File: src/rtl/logic_avalon_mm_to_axi4_lite.sv
// Avalon-MM slave to AXI4-Lite master bridge. One transaction in flight,
// independent AW/W handshakes, registered AXI valid/ready and Avalon responses.
module logic_avalon_mm_to_axi4_lite #(
  parameter int         DATA_BYTES    = 4,
  parameter int         ADDRESS_WIDTH = 1,
  parameter logic [2:0] PROT          = 3'b000
) (
  input  logic                       aclk,
  input  logic                       areset_n,
  input  logic                       slave_read,
  input  logic                       slave_write,
  input  logic [ADDRESS_WIDTH-1:0]   slave_address,
  input  logic [8*DATA_BYTES-1:0]    slave_writedata,
  input  logic [DATA_BYTES-1:0]      slave_byteenable,
  output logic                       slave_waitrequest,
  output logic [8*DATA_BYTES-1:0]    slave_readdata,
  output logic                       slave_readdatavalid,
  output logic                       slave_writeresponsevalid,
  output logic [1:0]                 slave_response,
  output logic                       master_awvalid,
  input  logic                       master_awready,
  output logic [ADDRESS_WIDTH-1:0]   master_awaddr,
  output logic [2:0]                 master_awprot,
  output logic                       master_wvalid,
  input  logic                       master_wready,
  output logic [8*DATA_BYTES-1:0]    master_wdata,
  output logic [DATA_BYTES-1:0]      master_wstrb,
  input  logic                       master_bvalid,
  output logic                       master_bready,
  input  logic [1:0]                 master_bresp,
  output logic                       master_arvalid,
  input  logic                       master_arready,
  output logic [ADDRESS_WIDTH-1:0]   master_araddr,
  output logic [2:0]                 master_arprot,
  input  logic                       master_rvalid,
  output logic                       master_rready,
  input  logic [8*DATA_BYTES-1:0]    master_rdata,
  input  logic [1:0]                 master_rresp
);

  localparam int DW = 8 * DATA_BYTES;

  typedef enum logic [2:0] {IDLE, WRITE, WRITE_RESP, READ_ADDR, READ_DATA} state_e;

  state_e                   state_q, state_d;
  logic [ADDRESS_WIDTH-1:0] addr_q, addr_d;
  logic [DW-1:0]            wdata_q, wdata_d;
  logic [DATA_BYTES-1:0]    wstrb_q, wstrb_d;
  logic                     awvalid_q, awvalid_d;
  logic                     wvalid_q, wvalid_d;
  logic                     bready_q, bready_d;
  logic                     arvalid_q, arvalid_d;
  logic                     rready_q, rready_d;
  logic [DW-1:0]            readdata_q, readdata_d;
  logic [1:0]               response_q, response_d;
  logic                     rdv_q, rdv_d;
  logic                     wrv_q, wrv_d;
  logic                     aw_fire, w_fire;

  // EXOKAY has no Avalon counterpart and is reported as OKAY.
  function automatic logic [1:0] map_resp(input logic [1:0] axi_resp);
    return (axi_resp == 2'b01) ? 2'b00 : axi_resp;
  endfunction

  assign aw_fire = awvalid_q && master_awready;
  assign w_fire  = wvalid_q && master_wready;

  always_comb begin
    // NOTE: every _d takes its hold value first, so no path through the case infers a latch.
    state_d    = state_q;
    addr_d     = addr_q;
    wdata_d    = wdata_q;
    wstrb_d    = wstrb_q;
    awvalid_d  = awvalid_q;
    wvalid_d   = wvalid_q;
    bready_d   = bready_q;
    arvalid_d  = arvalid_q;
    rready_d   = rready_q;
    readdata_d = readdata_q;
    response_d = response_q;
    rdv_d      = 1'b0;
    wrv_d      = 1'b0;
    case (state_q)
      IDLE: begin
        if (slave_write) begin
          state_d   = WRITE;
          addr_d    = slave_address;
          wdata_d   = slave_writedata;
          wstrb_d   = slave_byteenable;
          awvalid_d = 1'b1;
          wvalid_d  = 1'b1;
        end else if (slave_read) begin
          state_d   = READ_ADDR;
          addr_d    = slave_address;
          arvalid_d = 1'b1;
        end
      end
      WRITE: begin
        if (aw_fire) awvalid_d = 1'b0;
        if (w_fire)  wvalid_d  = 1'b0;
        // A channel whose valid is already low finished its handshake earlier.
        if ((aw_fire || !awvalid_q) && (w_fire || !wvalid_q)) begin
          state_d  = WRITE_RESP;
          bready_d = 1'b1;
        end
      end
      WRITE_RESP: begin
        if (master_bvalid) begin
          state_d    = IDLE;
          bready_d   = 1'b0;
          wrv_d      = 1'b1;
          response_d = map_resp(master_bresp);
        end
      end
      READ_ADDR: begin
        if (master_arready) begin
          state_d   = READ_DATA;
          arvalid_d = 1'b0;
          rready_d  = 1'b1;
        end
      end
      READ_DATA: begin
        if (master_rvalid) begin
          state_d    = IDLE;
          rready_d   = 1'b0;
          rdv_d      = 1'b1;
          readdata_d = master_rdata;
          response_d = map_resp(master_rresp);
        end
      end
      default: state_d = IDLE;
    endcase
  end

  always_ff @(posedge aclk or negedge areset_n) begin
    if (!areset_n) begin
      state_q    <= IDLE;
      addr_q     <= '0;
      wdata_q    <= '0;
      wstrb_q    <= '0;
      awvalid_q  <= 1'b0;
      wvalid_q   <= 1'b0;
      bready_q   <= 1'b0;
      arvalid_q  <= 1'b0;
      rready_q   <= 1'b0;
      readdata_q <= '0;
      response_q <= 2'b00;
      rdv_q      <= 1'b0;
      wrv_q      <= 1'b0;
    end else begin
      // NOTE: non-blocking assignments so every flop samples pre-edge values.
      state_q    <= state_d;
      addr_q     <= addr_d;
      wdata_q    <= wdata_d;
      wstrb_q    <= wstrb_d;
      awvalid_q  <= awvalid_d;
      wvalid_q   <= wvalid_d;
      bready_q   <= bready_d;
      arvalid_q  <= arvalid_d;
      rready_q   <= rready_d;
      readdata_q <= readdata_d;
      response_q <= response_d;
      rdv_q      <= rdv_d;
      wrv_q      <= wrv_d;
    end
  end

  // Reset forces the stall directly, since IDLE alone would otherwise release it.
  assign slave_waitrequest        = (state_q != IDLE) || !areset_n;
  assign slave_readdata           = readdata_q;
  assign slave_readdatavalid      = rdv_q;
  assign slave_writeresponsevalid = wrv_q;
  assign slave_response           = response_q;
  assign master_awvalid           = awvalid_q;
  assign master_awaddr            = addr_q;
  assign master_awprot            = PROT;
  assign master_wvalid            = wvalid_q;
  assign master_wdata             = wdata_q;
  assign master_wstrb             = wstrb_q;
  assign master_bready            = bready_q;
  assign master_arvalid           = arvalid_q;
  assign master_araddr            = addr_q;
  assign master_arprot            = PROT;
  assign master_rready            = rready_q;

endmodule

File: config.mk
export PLATFORM = sky130hd
export DESIGN_NAME = logic_avalon_mm_to_axi4_lite
export DESIGN_NICKNAME = d
export VERILOG_FILES = /design/src/rtl/logic_avalon_mm_to_axi4_lite.sv
export SDC_FILE = /design/constraint.sdc
export NUM_CORES = 1
export LEC_CHECK = 0
export ABC_CLOCK_PERIOD_IN_PS = 1500
export BUFFER_PORTS_ARGS = -buffer_cell sky130_fd_sc_hd__buf_4
export CAP_MARGIN = 10
export CORE_MARGIN = 2
export CORE_UTILIZATION = 41
export DETAILED_ROUTE_END_ITERATION = 10
export PLACE_DENSITY = 0.76
export SYNTH_ARGS = -nofsm -noshare
export SYNTH_HDL_FRONTEND = slang
export SYNTH_SLANG_ARGS = --single-unit
File: constraint.sdc
create_clock -name aclk -period 1.5 [get_ports aclk]
set_input_delay 0.3 -clock aclk [delete_from_list [all_inputs] [get_ports aclk]]
set_output_delay 0.3 -clock aclk [all_outputs]
set_load 0.02 [all_outputs]
==> metrics <==
status=finished with violations; Worst Path Required=1.72 ns; clk buf depth=2; area leader, netlist=dfrtp_1; DRT Pass-1 Iters=4; final slew viol count=0; gpl congestion=0.7684; crit end category=flop; sequential element share of the synthesized area=0.6029; setup TNS=-3.840 ns; unrepaired setup endpoints after global routing=yes; EDFF count, synth=0; # IOs=168; fin worst setup slack=-0.1128 ns; Hold Vio Cnt, Final=0; DR WL/cell=17.26 µm; dpl hpwl=5.313 mm; fin util=0.6806; Clock transition at path regs=0.09 ns; violated checks=setup timing; grt ovf=0; # setup viols final=59; chip width=94.56 µm; 1st-iter DRT viols=58; number of global-route vias before repair=2484; simple-gate share of the synthesized area=0.04578; Design Power=12.12 mW; dominant cells by area after synthesis=dfrtp_1 60%, mux2_2 14%, mux2_4 13%; Synth async-reset ratio=1.000; post-synthesis register bit count=81; Root Driver=clkbuf_8; synth warn=0; Hold Crit Class=input port to asynchronous set/reset pin; fraction of layout cells with a size suffix above 1=0.7133; Die Y=94.56 µm; Tmin final=1.613 ns; hold slack=0.01333 ns; routed wire length=8.973 mm; post-synth top area share=0.6029; largest family of logic cells by synthesized area=multiplexers; crit start category=flop; Post-synth top cells=81 x dfrtp_1, 42 x mux2_2, 30 x mux2_4; first-pass GRT wire length=12.07 mm; clk_lat worst skew=0.34 ns; crit share post-route=1.075; data arrival time of the critical path=1.84 ns; synthesized area=3362 µm²; Mapped Cells=216; I/O Buffers=161; Num Clock Sinks=81; most common cell in the netlist=dfrtp_1; critical path type=flop to flop; area of placed instances=4716 µm²; Max Clock Skew=0.01029 ns; die outline area=8941 µm²; H-tree levels=3; xor/xnor share of the synthesized area=0; NumNets Final=493; Via density=4.802; pwr/cell area=2201 nW/µm²; Netlist cell types=30; TritonCTS clock tree=yes; Antenna Cells=0; largest net degree at the start of global routing=82; DRC Markers=0; initial antenna violation count=0; post-synthesis compound-gate area fraction=0.03349; via count=2497; Main synth FF type=dfrtp_1; Max Freq=0.6200 GHz; Max-Cap Viols=0; syn avg cell area=15.56 µm²; peak supply drop=1.235 mV; GRT Resource Usage Total=0.1777; post-synthesis adder-cell area fraction=0; core area=8093 µm²; Starting Density=0.4154; Row Count=33; leakage power total=2.744 nW; multiplexer share of the synthesized area=0.2776; critical path peak fanout=5; antenna viol nets, final=0; Design Area, Final=5508 µm²; CTS Buf Count=9; area grow syn2layout=63.83%
==> per-stage QoR <==
step	cells	setup slack, ns
6_report	520	-0.1128
5_1_grt	520	-0.1778
4_1_cts	510	-0.1117
3_5_place_dp	480	-0.07956
3_3_place_gp	480	-0.03691
2_1_floorplan	221	-0.1331
==> worst paths after layout <==
| kind | to | depth (start not counted) | slack, ns | startpoint |
|---|---|---|---|---|
| max | master_wdata[3] | 5 | -0.11 | state_q[1] |
| min | master_wdata[5] | 2 | 0.01 | areset_n |
| max reg2reg | master_wdata[3] | 5 | -0.11 | state_q[1] |
| min reg2reg | master_wdata[30] | 1 | 0.51 | master_wdata[30] |
| max in group asynchronous | state_q[0] | 2 | 1.16 | areset_n |
| min in group aclk | master_wdata[27] | 2 | 0.18 | slave_writedata[27] |
==> area by class of cell <==
type,count,area (µm²)
fillers,595,2585
flip-flops and latches,81,2029
repair buffers,196,1720
multi-input cells,121,1416
clock buffers,11,151.4
well taps,105,131.4
clock inverters,4,51.30
inverters,2,7.507
==> what timing repair did <==
item                                    CTS  global route
buffers inserted                         11             4
gates cloned                              4             7
hold buffers                              0             0
pin swaps                                 3             3
gates resized for setup                  31            34
endpoints found under the setup margin   73            75
==> power breakdown <==
group / switching [mW] / total [mW] / internal, mW
clock: 0.789 / 1.64 / 0.855
sequential: 0.657 / 3.90 / 3.25
combinational: 2.88 / 6.57 / 3.69
==> sequential cells by signal (all words and copies together) (netlist names) <==
name	cells
master_wstrb	4
slave_writeresponsevalid	1
master_arvalid	1
master_wdata	32
master_wvalid	1
slave_response	2
master_bready	1
slave_readdata	32
master_araddr	1
master_rready	1
master_awvalid	1
state_q	3
slave_readdatavalid	1
==> cells in the final DEF, fill, tap and decap left out, types with 3 or more instances in the layout <==
master	instances
nand2_1	9
buf_4	172
mux2_4	69
buf_6	11
clkbuf_8	11
o21ai_0	5
dfrtp_1	79
conb_1	6
nor2_1	3
mux2_2	3
buf_12	5
clkbuf_16	6
==> worst max-delay path, cell delays in order, from the launching register on <==
cell       delay (ns)
dfrtp_1          0.40
buf_4            0.16
nor4b_4          0.27
buf_6            0.19
clkbuf_16        0.16
mux2_4           0.30
==> cells by family (layout without fill, tap and decap cells) <==
| kind of cell | count (synthesis) | in the layout |
|---|---|---|
| flip-flops | 81 | 81 |
| multiplexers | 73 | 73 |
| AND/OR/NAND/NOR | 25 | 25 |
| buffers and inverters | 19 | 213 |
| AO/OA/AOI/OAI | 17 | 17 |
| other | 1 | 6 |
==> layer usage <==
metal  GRT usage  share of wire
met1      0.2187           0.42
met2      0.2929           0.49
met3     0.06065          0.075
met4     0.06159          0.015
met5           0              0
Note: power is estimated with default switching activity, not from simulation.
